$ cat src/rtl/fifo_wr_ptr_pkt.sv
// Write-side pointer logic for a packet FIFO. Words are written speculatively and
// only published to the read domain (wr_ptr) once the closing word of a frame lands.
module fifo_wr_ptr_pkt #(
   parameter int ADDR_WIDTH       = 8,
   parameter int ALMOST_FULL_DIFF = 50
) (
   input  logic                  clk,
   input  logic                  reset,
   input  logic                  write,
   input  logic                  frame_end,
   input  logic                  frame_drop,
   input  logic [ADDR_WIDTH:0]   rd_ptr,
   output logic [ADDR_WIDTH-1:0] wr_addr,
   output logic                  wr_en,
   output logic [ADDR_WIDTH:0]   wr_ptr,
   output logic                  full,
   output logic                  almost_full,
   output logic                  frame_committed,
   output logic                  frame_dropped
);

   localparam int DEPTH = 1 << ADDR_WIDTH;
   localparam logic [ADDR_WIDTH:0] AF_LEVEL = (ADDR_WIDTH+1)'(DEPTH - ALMOST_FULL_DIFF);

   typedef enum logic [1:0] {IDLE, WRITING, DROP} state_t;

   state_t                state_q, state_d;
   logic [ADDR_WIDTH:0]   wr_bin_q, wr_bin_d;
   logic [ADDR_WIDTH:0]   cm_bin_q, cm_bin_d;
   logic [ADDR_WIDTH:0]   wr_ptr_q, wr_ptr_d;
   logic                  full_q, full_d;
   logic                  almost_full_q, almost_full_d;
   logic                  committed_q, committed_d;
   logic                  dropped_q, dropped_d;
   logic [ADDR_WIDTH:0]   rd_bin;

   function automatic logic [ADDR_WIDTH:0] bin2gray(input logic [ADDR_WIDTH:0] b);
      return b ^ (b >> 1);
   endfunction

   function automatic logic [ADDR_WIDTH:0] gray2bin(input logic [ADDR_WIDTH:0] g);
      logic [ADDR_WIDTH:0] b;
      b[ADDR_WIDTH] = g[ADDR_WIDTH];
      for (int i = ADDR_WIDTH - 1; i >= 0; i--) begin
         b[i] = b[i+1] ^ g[i];
      end
      return b;
   endfunction

   assign rd_bin = gray2bin(rd_ptr);
   assign wr_en  = write & ~full_q & ~frame_drop & (state_q != DROP);

   always_comb begin
      state_d     = state_q;
      wr_bin_d    = wr_bin_q;
      cm_bin_d    = cm_bin_q;
      wr_ptr_d    = wr_ptr_q;
      committed_d = 1'b0;
      dropped_d   = 1'b0;

      if (frame_drop) begin
         wr_bin_d  = cm_bin_q;
         state_d   = IDLE;
         dropped_d = (state_q != IDLE);
      end else if (state_q == DROP) begin
         // Remainder of an overflowed frame is swallowed until its last word.
         if (write && frame_end) begin
            dropped_d = 1'b1;
            state_d   = IDLE;
         end
      end else if (write && full_q) begin
         wr_bin_d = cm_bin_q;
         if (frame_end) begin
            dropped_d = 1'b1;
            state_d   = IDLE;
         end else begin
            state_d = DROP;
         end
      end else if (write) begin
         wr_bin_d = wr_bin_q + 1'b1;
         if (frame_end) begin
            cm_bin_d    = wr_bin_d;
            wr_ptr_d    = bin2gray(wr_bin_d);
            committed_d = 1'b1;
            state_d     = IDLE;
         end else begin
            state_d = WRITING;
         end
      end

      // Full when the working pointer sits exactly one lap ahead of the reader.
      full_d        = (bin2gray(wr_bin_d) ==
                       {~rd_ptr[ADDR_WIDTH:ADDR_WIDTH-1], rd_ptr[ADDR_WIDTH-2:0]});
      almost_full_d = ((wr_bin_d - rd_bin) >= AF_LEVEL);
   end

   always_ff @(posedge clk) begin
      if (reset) begin
         state_q       <= IDLE;
         wr_bin_q      <= '0;
         cm_bin_q      <= '0;
         wr_ptr_q      <= '0;
         full_q        <= 1'b0;
         almost_full_q <= 1'b0;
         committed_q   <= 1'b0;
         dropped_q     <= 1'b0;
      end else begin
         state_q       <= state_d;
         wr_bin_q      <= wr_bin_d;
         cm_bin_q      <= cm_bin_d;
         wr_ptr_q      <= wr_ptr_d;
         full_q        <= full_d;
         almost_full_q <= almost_full_d;
         committed_q   <= committed_d;
         dropped_q     <= dropped_d;
      end
   end

   assign wr_addr         = wr_bin_q[ADDR_WIDTH-1:0];
   assign wr_ptr          = wr_ptr_q;
   assign full            = full_q;
   assign almost_full     = almost_full_q;
   assign frame_committed = committed_q;
   assign frame_dropped   = dropped_q;

endmodule

$ cat config.mk
export PLATFORM = sky130hd
export DESIGN_NAME = fifo_wr_ptr_pkt
export DESIGN_NICKNAME = d
export VERILOG_FILES = /design/src/rtl/fifo_wr_ptr_pkt.sv
export SDC_FILE = /design/constraint.sdc
export NUM_CORES = 1
export LEC_CHECK = 0
export ABC_AREA = 1
export ABC_CLOCK_PERIOD_IN_PS = 4000
export CAP_MARGIN = 20
export CORE_MARGIN = 2
export CORE_UTILIZATION = 50
export CTS_BUF_LIST = sky130_fd_sc_hd__clkbuf_4 sky130_fd_sc_hd__clkbuf_8
export DETAILED_ROUTE_END_ITERATION = 6
export GPL_TIMING_DRIVEN = 0
export PLACE_DENSITY = 0.83
export SLEW_MARGIN = 30
export SYNTH_ARGS = -nofsm -noshare
export SYNTH_HDL_FRONTEND = slang
export SYNTH_SLANG_ARGS = --single-unit
$ cat constraint.sdc
create_clock -name clk -period 4 [get_ports clk]
set_input_delay 1 -clock clk [delete_from_list [all_inputs] [get_ports clk]]
set_output_delay 1 -clock clk [all_outputs]
set_load 0.03 [all_outputs]
# Word level (Yosys, flattened, before mapping)
# Index checks and enable logic that the tools add are counted.
dict set report totals {
  in_bits 14
  ff_bits 33
}
dict set report op_classes {
  bitwise 19
  n_eq_ne 4
  n_lt_le_gt_ge 1
  mux 15
  n_reduce_logical 8
  add_sub_neg 2
}
# op n
set ops {}
lappend ops {{9-bit 2-to-1 mux} 4}
lappend ops {{9-bit by 8-bit XOR with 9-bit output} 2}
lappend ops {{2-bit 2-to-1 mux} 5}
lappend ops {{9-bit by 1-bit adder with 9-bit output (second input constant)} 1}
lappend ops {{9-bit equality test} 1}
lappend ops {{9-bit by 8-bit >= comparator with 1-bit output (second input constant)} 1}
lappend ops {{9-bit subtractor} 1}
lappend ops {{1-bit XOR} 8}
lappend ops {{1-bit 2-to-1 mux} 6}
lappend ops {{1-bit NOT} 5}
lappend ops {{5-bit AND reduction} 1}
lappend ops {{5-bit OR reduction} 1}
lappend ops {{1-bit bitwise AND} 3}
lappend ops {{3-bit nonzero test} 1}
lappend ops {{2-bit equality test (second input constant)} 1}
lappend ops {{1-bit logical AND} 2}
lappend ops {{2-bit by 1-bit inequality test with 1-bit output (second input constant)} 1}
lappend ops {{2-bit inequality test (second input constant)} 1}
lappend ops {{2-bit NOT} 1}
lappend ops {{2-bit AND reduction} 1}
lappend ops {{2-bit nonzero test} 1}
lappend ops {{2-bit OR reduction} 1}

# Logic depth before layout (Yosys ltp)
# Gate-level depths: netlist of run 1.
dict set report depth {
  depth_word 10
  mapped_depth 29
  depth_no_buf 29
}

# Worst setup path before layout of run 1
# No wires, ideal clock.
dict set report synth_path {
  path_kind {input-to-reg}
  from {input port rd_ptr[7]}
  to {register almost_full_q, in the netlist almost_full}
  path_stages 28
  setup_time_ps 131
  arrival_time_ps 3425
  setup_slack_ps 444
  path_buffers 0
  cell_sequence {inv_1 -> nand2_1 -> nand3_1 -> nand3_1 -> nand2_2 -> nand2_1 -> nand3_2 -> nand2_1 -> nand2_2 -> nand2_2 -> nand2_1 -> nand3_1 -> nand2_1 -> inv_1 -> ha_1 -> fa_1 -> inv_1 -> a21oi_1 -> o21ai_0 -> nand2_1 -> nand2_1 -> nand2_1 -> nand2_1 -> nand2_1 -> nand2_1 -> inv_1 -> nand3b_1 -> a21oi_2}
}
dict set report synth_via {
  elab_chain_cells 10
}
# item line
set synth_rtl {}
lappend synth_rtl {{start: declaration} 12} ;# input logic [ADDR_WIDTH:0] rd_ptr,
lappend synth_rtl {{1-bit XOR (*)} 45} ;# b[i] = b[i+1] ^ g[i];
lappend synth_rtl {{1-bit XOR (7 in series)} 45}
lappend synth_rtl {{9-bit subtractor (*)} 94} ;# almost_full_d = ((wr_bin_d - rd_bin) >= AF_LEVEL);
lappend synth_rtl {{9-bit by 8-bit >= comparator with 1-bit output (*)} 94}
lappend synth_rtl {{end signal: assignment} 113} ;# almost_full_q <= almost_full_d;
lappend synth_rtl {{end: declaration} 32} ;# logic almost_full_q, almost_full_d;
# Mark *: on every way between the ends. The rest lies on a longest branch, timed or not.
# A chain may end at the register's enable or synchronous reset.

# Final worst setup path of run 1
dict set report layout_path {
  from {input port frame_drop}
  to {output port wr_en}
}
dict set report layout_via {
  elab_chain_cells 3
}
# item line
set layout_rtl {}
lappend layout_rtl {{start: declaration} 11} ;# input logic frame_drop,
lappend layout_rtl {{1-bit NOT (no source line)} n/a}
lappend layout_rtl {{1-bit bitwise AND (2 in series)} 51} ;# assign wr_en = write & ~full_q & ~frame_drop & (state_q != DROP);
lappend layout_rtl {{end: declaration} 14} ;# output logic wr_en,
# Every way passes these cells.

==> results of run 1 <==
-- layout make-up --
type,count,area share [%]
Multi-Input combinational cell,301,51.7
Sequential cell,32,20.8
Timing Repair Buffer,36,11.4
Inverter,57,6.95
Buffer,15,3.45
Tap cell,67,2.72
Clock buffer,6,2.68
Clock inverter,2,0.325
-- worst reg2reg max path: cells and delay by family (launching register included) --
family	cells	cell delay (ns)
DFF	1	0.41
AOI/OAI and AO/OA	2	0.38
xor gates and xnor gates	1	0.14
buffers and inverters	1	0.05
adders and majority gates	2	0.64
and+or+nand+nor	8	1.18
-- layout by cell type (no fill, tap or decap), types with 7 or more instances in the layout --
cell type,netlist,final
inv_1,53,53
nand4_1,7,7
nor2_1,28,28
nand2_1,114,114
nand2_2,18,18
nand3_1,46,44
a21oi_1,21,21
dfxtp_1,32,32
clkdlybuf4s50_1,0,30
buf_4,11,13
o21ai_0,15,14
ha_1,9,9
-- cell usage after synthesis (2+ instances only) --
| library cell | number | area [um^2] |
|---|---|---|
| nand3b_1 | 6 | 45.0 |
| xnor2_1 | 3 | 26.3 |
| dfxtp_1 | 32 | 641 |
| buf_4 | 11 | 82.6 |
| nor2_4 | 3 | 33.8 |
| nand2_4 | 2 | 22.5 |
| nand2_1 | 114 | 428 |
| xor2_1 | 3 | 26.3 |
| o22ai_1 | 2 | 12.5 |
| nor2_2 | 3 | 18.8 |
| nand2_2 | 18 | 113 |
| o21ai_0 | 15 | 75.1 |
| inv_1 | 53 | 199 |
| nand3_1 | 46 | 230 |
| clkbuf_1 | 2 | 7.51 |
| nand4_1 | 7 | 43.8 |
| a31oi_1 | 6 | 37.5 |
| nand3_2 | 4 | 40.0 |
| ha_1 | 9 | 113 |
| inv_2 | 4 | 15.0 |
| a21oi_1 | 21 | 105 |
| or2_2 | 3 | 18.8 |
| nor2_1 | 28 | 105 |
-- worst paths after layout --
kind	to	slack (ns)
min reg2reg	cm_bin_q[1]	0.48
max reg2reg	almost_full	1.13
max	wr_en	0.34
min	cm_bin_q[1]	0.48
-- stage by stage --
step	instance area [um^2]	setup TNS (ns)	util [%]	worst slack, ns	hold WS, ns
detailed placement	2960	-0.515	61.5	-0.515	0.461
global route	3080	0	63.9	0.0800	0.496
global placement	2960	-0.440	61.5	-0.440	0.453
floorplan	2540	0	-	0.444	0.440
CTS	3060	0	63.6	0.0437	0.475
finish	3080	0	63.9	0.342	0.479
-- flip-flops by register name, indices dropped and copies added (netlist names) --
signal           flops
wr_bin_q             9
almost_full          1
frame_dropped        1
state_q              2
wr_ptr               8
cm_bin_q             9
frame_committed      1
full                 1
-- timing repair --
| action | 4_1_cts | 5_1_grt |
|---|---|---|
| hold buffers | 0 | 0 |
| pin swaps | 1 | 1 |
| gates resized for setup | 4 | 8 |
| buffers inserted | 1 | 1 |
| endpoints found under the setup margin | 1 | 1 |
-- logic make-up (layout without fill, tap and decap cells) --
group           Yosys count  count (layout)
compound gates           51              51
xor+xnor                  6               6
fa+ha+maj                10              10
buf+inv                  72             116
flops                    32              32
simple gates            234             234
-- layer usage --
layer	up-vias	routed length (um)	global-route usage [%]
li1	1386	-	-
met1	1131	2700	27.3
met2	74	2840	39.0
met3	9	269	3.75
met4	0	98	7.80
met5	-	0	0
-- power by group --
part           total (uW)  switching, uW  leakage, uW  internal (uW)
clock                 258            121    0.0000510            137
sequential            345           12.9     0.000261            332
combinational         324            193      0.00118            131
total                 927            327      0.00149            600
==> impl_metrics.py, run 1 <==
metrics = {
    "synth": {
        "synth_compound_area_share_pct": 11.6,
        "yosysWarnings": 0,
        "synthAdderAreaFrac_pct": 5.22,
        "synth_top_family_by_area": "simple AND/OR/NAND/NOR gates",
        "syn-cell-area_um2": 2540,
        "yosys.area_share.simple_pct": 43.3,
        "ys_seq_elements": 32,
        "synth_flop_cell": "dfxtp_1",
        "synth_xor_xnor_area_share_pct": 2.07,
        "syn_nets": 429,
        "async_reset_ff_share_pct": 0,
        "synth_edf_count": 0,
        "synth-seq-area-share_pct": 25.2,
        "avgSynthCellArea_um2": 6.27,
        "synth_cells": 405,
        "synth_cell_types": 33,
        "synthMuxAreaShare_pct": 0,
    },
    "route": {
        "wl_per_cell_um": 11.5,
        "ant_nets": 0,
        "post-route-drc-count": 0,
        "vias_per_cell": 5.04,
        "drt-initial-drc-count": 136,
        "wl_mm": 5.91,
        "drtPass1Iterations": 7,
        "vias": 2600,
    },
    "floorplan": {
        "start_util_pct": 52.7,
        "row_count": 25,
        "dieArea_um2": 5660,
        "core_area_um2": 4820,
        "die_y_um": 75.3,
        "ioPinCount": 36,
        "fp.dieW_um": 75.3,
    },
    "sta": {
        "setup_viol": 0,
        "skew_ns": 0.00385,
        "max_slew_margin_pct": 64.8,
        "hold_viol": 0,
        "max_freq_mhz": 273,
        "post-route-period-util_pct": 91.4,
        "tightest_slew_ns": 0.528,
        "final-max-slew-violation-count": 0,
        "period_needed_ns": 3.66,
        "rsz0062_at_grt": "no",
    },
    "job": {
        "cap_violations": 0,
    },
    "critical_path": {
        "path_buf_inv": 3,
        "cp.required_ns": 3.00,
        "crit_family": "buffers and inverters",
        "timing.rr.start": "wr_bin_q[0]",
        "path_depth": 5,
        "cp_data_arrival_time_ns": 2.66,
        "critPathMaxStageDelay_ns": 0.70,
        "cp-start-kind": "input port",
        "critPathLaunch": "frame_drop",
        "cp_common_cell": "clkdlybuf4s50_1",
        "end_kind": "output port",
        "cpMaxStageDelayCell": "clkdlybuf4s50_1",
        "crit_fanout": 6,
        "ff2ff_path_depth": 14,
        "path_cells": "clkdlybuf4s50_1 > inv_2 > nand2_4 > nor2_4 > clkdlybuf4s50_1",
        "critical_path_class": "input port to output port",
    },
    "finish": {
        "layout-drive-gt1-share_pct": 14.9,
        "n_fill_cell": 461,
        "syn2layout_area_growth_pct": 21.3,
        "antenna_cells": 0,
        "finalNonFillerCells": 516,
        "seq_area_um2": 641,
        "multi_input_area_um2": 1590,
        "fin_nets": 472,
    },
    "worst_hold_path": {
        "holdPathStages": 2,
        "hold_class": "register to register",
        "hp-start": "cm_bin_q[1]",
    },
    "grt": {
        "grt.overflow.total": 0,
        "track_usage_pct": 22.2,
        "grt_max_degree": 11,
        "grt_antenna_before_repair": 0,
        "grt_pass1_vias": 2331,
        "grt_pass1_wl_mm": 9.77,
    },
    "pwr": {
        "ir_drop_mv": 0.130,
        "p_per_area_nw_per_um2": 301,
        "p_total_uw": 927,
        "leakage_uw": 0.00149,
    },
    "clock_tree": {
        "clk-insertion-delay-late_ns": 0.29,
        "cts_sinks": 32,
        "cts_root_buffer": "clkbuf_8",
        "clockBufferDepth": 2,
        "cts_tree": "done",
        "htreeDepth": 2,
        "cts_buffers": 5,
        "clk_pin_slew_ns": 0.06,
    },
    "place": {
        "dp_cells": 506,
        "hpwl_mm": 4.70,
        "place_congestion": 0.914,
        "portBuffers": 34,
    },
    "status": {
        "status": "complete, no violations",
    },
}
(Power assumes the default switching activity.)
==> inputs of run 2 (changes only) <==
--- a/config.mk
+++ b/config.mk
@@ -6,14 +6,14 @@
 export NUM_CORES = 1
 export LEC_CHECK = 0
 export ABC_AREA = 1
-export ABC_CLOCK_PERIOD_IN_PS = 4000
+export ABC_CLOCK_PERIOD_IN_PS = 3100
 export CAP_MARGIN = 20
 export CORE_MARGIN = 2
 export CORE_UTILIZATION = 50
 export CTS_BUF_LIST = sky130_fd_sc_hd__clkbuf_4 sky130_fd_sc_hd__clkbuf_8
 export DETAILED_ROUTE_END_ITERATION = 6
 export GPL_TIMING_DRIVEN = 0
-export PLACE_DENSITY = 0.83
+export PLACE_DENSITY = 0.86
 export SLEW_MARGIN = 30
 export SYNTH_ARGS = -nofsm -noshare
 export SYNTH_HDL_FRONTEND = slang
==> constraint.sdc (replaced) <==
create_clock -name clk -period 3.1 [get_ports clk]
set_input_delay 0.775 -clock clk [delete_from_list [all_inputs] [get_ports clk]]
set_output_delay 0.775 -clock clk [all_outputs]
set_load 0.03 [all_outputs]
==> run 2 against run 1 <==
  * The run now ends with setup timing left
  * Combinational power rose by 42%
  * Worst setup slack worse by 0.38 ns
  * Largest power group is now combinational cells
  * Sequential cell count unchanged
  * Clock power increased by 70%
  * First-iteration DRC count down 8.8%
  * Sequential share of layout area fell by 1.2 points
  * Routed wire length rose by 9.3%
  * Utilization grew 4.1 points
  * Cell area increased by 6.4%
  * Non-clock buffer count up 4
==> impl_metrics.py, run 2 (same netlist as run 1, synthesis figures left out) <==
metrics = {
    "status": {
        "status": "complete, but fails checks",
        "failed_checks": "setup timing",
    },
    "floorplan": {
        "core_area_um2": 4820,
        "dieArea_um2": 5660,
        "die_y_um": 75.3,
        "start_util_pct": 52.7,
        "row_count": 25,
        "ioPinCount": 36,
        "fp.dieW_um": 75.3,
    },
    "route": {
        "wl_mm": 6.46,
        "vias_per_cell": 5.24,
        "wl_per_cell_um": 12.4,
        "drt-initial-drc-count": 124,
        "drtPass1Iterations": 5,
        "post-route-drc-count": 0,
        "vias": 2724,
        "ant_nets": 0,
    },
    "sta": {
        "rsz0062_at_grt": "yes",
        "max_freq_mhz": 318,
        "setup_viol": 1,
        "max_slew_margin_pct": 65.3,
        "tightest_slew_ns": 0.520,
        "post-route-period-util_pct": 101,
        "fin_ws_ns": -0.0400,
        "period_needed_ns": 3.14,
        "whs_ns": 0.470,
        "final-max-slew-violation-count": 0,
        "tns_ns": -0.0400,
        "hold_viol": 0,
        "skew_ns": 0.00534,
    },
    "critical_path": {
        "cpMaxStageDelayCell": "fa_2",
        "crit_family": "simple AND/OR/NAND/NOR gates",
        "critPathMaxStageDelay_ns": 0.33,
        "critical_path_class": "input port to register",
        "cp_data_arrival_time_ns": 3.30,
        "cp.required_ns": 3.26,
        "end_kind": "register",
        "cp_common_cell": "nand2_2",
        "path_buf_inv": 4,
        "crit_fanout": 4,
        "cp-start-kind": "input port",
    },
    "place": {
        "placed_area_um2": 3040,
        "dp_cells": 506,
        "place_congestion": 0.955,
        "hpwl_mm": 5.07,
        "portBuffers": 34,
    },
    "finish": {
        "n_fill_cell": 436,
        "final_cell_mix": "105 x nand2_1, 46 x inv_1, 42 x nand3_1",
        "seq_area_um2": 641,
        "syn2layout_area_growth_pct": 29.0,
        "multi_input_area_um2": 1690,
        "fin_area_um2": 3280,
        "finalNonFillerCells": 520,
        "layout-drive-gt1-share_pct": 20.8,
        "post-route-util_pct": 68.0,
        "antenna_cells": 0,
        "fin_nets": 476,
        "final_common_cell": "nand2_1",
    },
    "pwr": {
        "leakage_uw": 0.00154,
        "ir_drop_mv": 0.194,
        "p_per_area_nw_per_um2": 411,
    },
    "clock_tree": {
        "cts_sinks": 32,
        "clk-insertion-delay-late_ns": 0.29,
        "hold_buffers": 0,
        "cts_buffers": 5,
        "cts_tree": "done",
        "clk_pin_slew_ns": 0.07,
        "htreeDepth": 2,
        "cts_root_buffer": "clkbuf_8",
        "clockBufferDepth": 2,
    },
    "grt": {
        "grt_pass1_vias": 2488,
        "track_usage_pct": 24.0,
        "grt_max_degree": 11,
        "grt_pass1_wl_mm": 10.4,
        "grt.overflow.total": 0,
        "grt_antenna_before_repair": 0,
    },
    "job": {
        "cap_violations": 0,
    },
    "worst_hold_path": {
        "hold_class": "register to register",
    },
}
run 2: path summary, 6_finish.rpt:
check         startpoint     endpoint  slack, ns  cells past startpoint
max            rd_ptr[8]  almost_full      -0.04                     29
min          cm_bin_q[1]  cm_bin_q[1]       0.47                      2
max reg2reg  wr_bin_q[0]  almost_full       0.24                     19
min reg2reg  cm_bin_q[1]  cm_bin_q[1]       0.47                      2
run 2: metrics by stage:
stage / setup WS [ns] / total power, uW
floorplan: -0.0685 / 765
global placement: -1.09 / 864
detailed placement: -1.17 / 880
CTS: 0.00336 / 1340
global route: -0.278 / 1410
finish: -0.0400 / 1340
run 2: power by group:
group          internal, uW  leakage (uW)  switching (uW)  total, uW
clock                   283     0.0000645             156        439
sequential              429      0.000261            16.4        445
combinational           188       0.00122             272        461
run 2: worst register-to-register path, cell delays in order (launching register included):
cell and delay (ns):
dfxtp_1 0.51, ha_1 0.26, nand2_2 0.11, inv_1 0.08, nand2_1 0.06, nand2_2 0.10, nand2_1 0.06, nand2_1 0.05
nand2_1 0.08, nand2_2 0.10, inv_1 0.07, ha_1 0.33, inv_1 0.07, o21ai_0 0.25, nor2_1 0.08, o21ai_0 0.10
xnor2_1 0.14, nand3_1 0.10, nand3b_1 0.13, a21oi_2 0.06
run 2: area by class of cell:
class | count | area share [%]
multi-input combinational | 301 | 51.5
sequential | 32 | 19.6
timing repair buffer | 40 | 12.1
inverter | 57 | 7.26
buffer | 15 | 3.25
clock buffer | 7 | 2.94
tap | 67 | 2.56
clock inverter | 1 | 0.917
run 2: repair_timing:
action	CTS	global route
gates resized for setup	34	5
endpoints found under the hold margin	0	0
pin swaps	12	0
endpoints found under the setup margin	2	1
setup buffers	6	0
run 2: routing by layer:
layer  share of wire [%]  up-vias  track usage [%]
li1                    -     1406                -
met1                  43     1198             27.3
met2                  49       93             41.8
met3                 5.4       27             4.69
met4                 3.4        0             13.5
met5                   0        -                0
==> inputs of run 3 (changes only) <==
--- a/config.mk
+++ b/config.mk
@@ -6,14 +6,14 @@
 export NUM_CORES = 1
 export LEC_CHECK = 0
 export ABC_AREA = 1
-export ABC_CLOCK_PERIOD_IN_PS = 3100
+export ABC_CLOCK_PERIOD_IN_PS = 3400
 export CAP_MARGIN = 20
 export CORE_MARGIN = 2
 export CORE_UTILIZATION = 50
 export CTS_BUF_LIST = sky130_fd_sc_hd__clkbuf_4 sky130_fd_sc_hd__clkbuf_8
 export DETAILED_ROUTE_END_ITERATION = 6
 export GPL_TIMING_DRIVEN = 0
-export PLACE_DENSITY = 0.86
+export PLACE_DENSITY = 0.83
 export SLEW_MARGIN = 30
 export SYNTH_ARGS = -nofsm -noshare
 export SYNTH_HDL_FRONTEND = slang
==> constraint.sdc (replaced) <==
create_clock -name clk -period 3.4 [get_ports clk]
set_input_delay 0.85 -clock clk [delete_from_list [all_inputs] [get_ports clk]]
set_output_delay 0.85 -clock clk [all_outputs]
set_load 0.03 [all_outputs]
==> run 3 against run 2 <==
  * The run now ends clean
  * Global-route usage shrank 1.1 points
  * Via count shrank 1.9%
  * Non-clock buffer count did not move
  * Utilization fell by 0.10 points
  * Sequential share of layout area about the same
  * First-iteration DRC count shrank 4.0%
  * Count of clock-buffer cells in the layout decreased by 1
  * Critical path type unchanged
  * Highest routed layer unchanged
==> impl_metrics.py, run 3 (same netlist as run 1, synthesis figures left out) <==
metrics = {
    "grt": {
        "grt.overflow.total": 0,
        "grt_max_degree": 11,
        "grt_pass1_vias": 2304,
        "grt_antenna_before_repair": 0,
        "grt_pass1_wl_mm": 10.0,
        "track_usage_pct": 22.9,
    },
    "sta": {
        "rsz0062_at_grt": "yes",
        "final-max-slew-violation-count": 0,
        "period_needed_ns": 3.25,
        "max_freq_mhz": 308,
        "whs_ns": 0.473,
        "post-route-period-util_pct": 95.5,
        "skew_ns": 0.00741,
        "tns_ns": 0,
        "max_slew_margin_pct": 63.8,
        "hold_viol": 0,
        "tightest_slew_ns": 0.544,
        "setup_viol": 0,
    },
    "floorplan": {
        "fp.dieW_um": 75.3,
        "dieArea_um2": 5660,
        "start_util_pct": 52.7,
        "row_count": 25,
        "die_y_um": 75.3,
        "ioPinCount": 36,
        "core_area_um2": 4820,
    },
    "clock_tree": {
        "clk-insertion-delay-late_ns": 0.29,
        "cts_root_buffer": "clkbuf_8",
        "clk_pin_slew_ns": 0.07,
        "hold_buffers": 0,
        "cts_sinks": 32,
        "clockBufferDepth": 2,
        "cts_buffers": 5,
        "htreeDepth": 2,
        "cts_tree": "done",
    },
    "critical_path": {
        "cp-start-kind": "input port",
        "end_kind": "register",
        "critPathLaunch": "rd_ptr[8]",
        "crit_fanout": 4,
        "ff2ff_path_depth": 19,
        "cp-endpoint": "almost_full",
        "critical_path_class": "input port to register",
        "cp_data_arrival_time_ns": 3.41,
        "cp.required_ns": 3.56,
        "r2r_setup_slack_ns": 0.52,
        "r2r-end": "almost_full",
        "critPathMaxStageDelay_ns": 0.33,
        "cpMaxStageDelayCell": "fa_2",
        "cp_common_cell": "nand2_1",
        "timing.rr.start": "wr_bin_q[0]",
    },
    "route": {
        "drt-initial-drc-count": 119,
        "post-route-drc-count": 0,
        "vias_per_cell": 5.14,
        "vias": 2671,
        "drtPass1Iterations": 5,
        "wl_mm": 6.34,
        "ant_nets": 0,
        "wl_per_cell_um": 12.2,
    },
    "worst_hold_path": {
        "hold_class": "register to register",
        "hp-start": "cm_bin_q[1]",
    },
    "pwr": {
        "p_per_area_nw_per_um2": 346,
        "comb_power_share_pct": 37.3,
        "pwr-share-seq_pct": 35.9,
        "internal-power_uw": 723,
        "leakage_uw": 0.00157,
        "clkPwrFrac_pct": 26.8,
        "switching_share_pct": 36.0,
        "ir_drop_mv": 0.171,
        "p_switching_uw": 407,
    },
    "finish": {
        "layout-drive-gt1-share_pct": 20.5,
        "antenna_cells": 0,
        "finalNonFillerCells": 520,
        "fin_nets": 476,
        "final_cell_mix": "105 x nand2_1, 48 x inv_1, 39 x nand3_1",
        "final_common_cell": "nand2_1",
        "syn2layout_area_growth_pct": 28.8,
    },
    "status": {
        "status": "complete, no violations",
    },
    "place": {
        "place_congestion": 0.900,
        "dp_cells": 506,
        "portBuffers": 34,
        "hpwl_mm": 4.84,
    },
    "job": {
        "cap_violations": 0,
    },
}
-- run 3: cell type report --
class                           count  area (um^2)
Multi-Input combinational cell    301         1740
Fill cell                         448         1550
Sequential cell                    32          641
Timing Repair Buffer               40          389
Inverter                           57          219
Buffer                             15          106
Tap cell                           67         83.8
Clock buffer                        6         82.6
Clock inverter                      2         10.0
-- run 3: critical path: cells and delay by family --
kind | cells | cell delay (ns)
buffers and inverters | 5 | 0.34
AND/OR/NAND/NOR | 19 | 1.42
adder cells (fa/ha/maj) | 2 | 0.49
AO/OA/AOI/OAI | 3 | 0.32
-- run 3: how the worst min path moves through the flow --
stage / slack, ns / depth (start not counted) / endpoint
6_report: 0.47 / 2 / cm_bin_q[1]
5_1_grt: 0.49 / 2 / cm_bin_q[1]
4_1_cts: 0.47 / 2 / cm_bin_q[1]
3_5_place_dp: 0.46 / 2 / cm_bin_q[1]
3_3_place_gp: 0.45 / 2 / cm_bin_q[1]
2_1_floorplan: 0.44 / 2 / cm_bin_q[1]
-- run 3: metal layers --
| layer | part of all wire [%] | up-vias | global-route usage, % |
|---|---|---|---|
| met5 | 0 | - | 0 |
| met4 | 1.8 | 0 | 7.02 |
| met3 | 3.0 | 10 | 3.21 |
| met2 | 50 | 60 | 40.5 |
| met1 | 45 | 1203 | 28.7 |
| li1 | - | 1398 | - |
-- run 3: power by group through the flow --
stage / Sequential (uW) / Combinational (uW) / Clock, uW
6_report: 406 / 422 / 303
4_1_cts: 405 / 388 / 305
3_3_place_gp: 414 / 359 / 0
2_1_floorplan: 423 / 261 / 0
5_1_grt: 407 / 465 / 323
3_5_place_dp: 414 / 369 / 0
-- run 3: per-stage QoR --
stage | total power, uW | cell area (um^2) | setup WS (ns) | utilization [%]
floorplan | 684 | 2540 | 0.0807 | -
global placement | 772 | 2960 | -0.779 | 61.5
detailed placement | 783 | 2960 | -0.864 | 61.5
CTS | 1100 | 3120 | 0.00320 | 64.8
global route | 1190 | 3270 | -0.0638 | 67.9
finish | 1130 | 3270 | 0.152 | 67.9
-- run 3: repair_timing --
item	4_1_cts	5_1_grt
buffers inserted	4	2
setup endpoints to repair	1	1
resized for setup	22	38
pin swaps	6	12
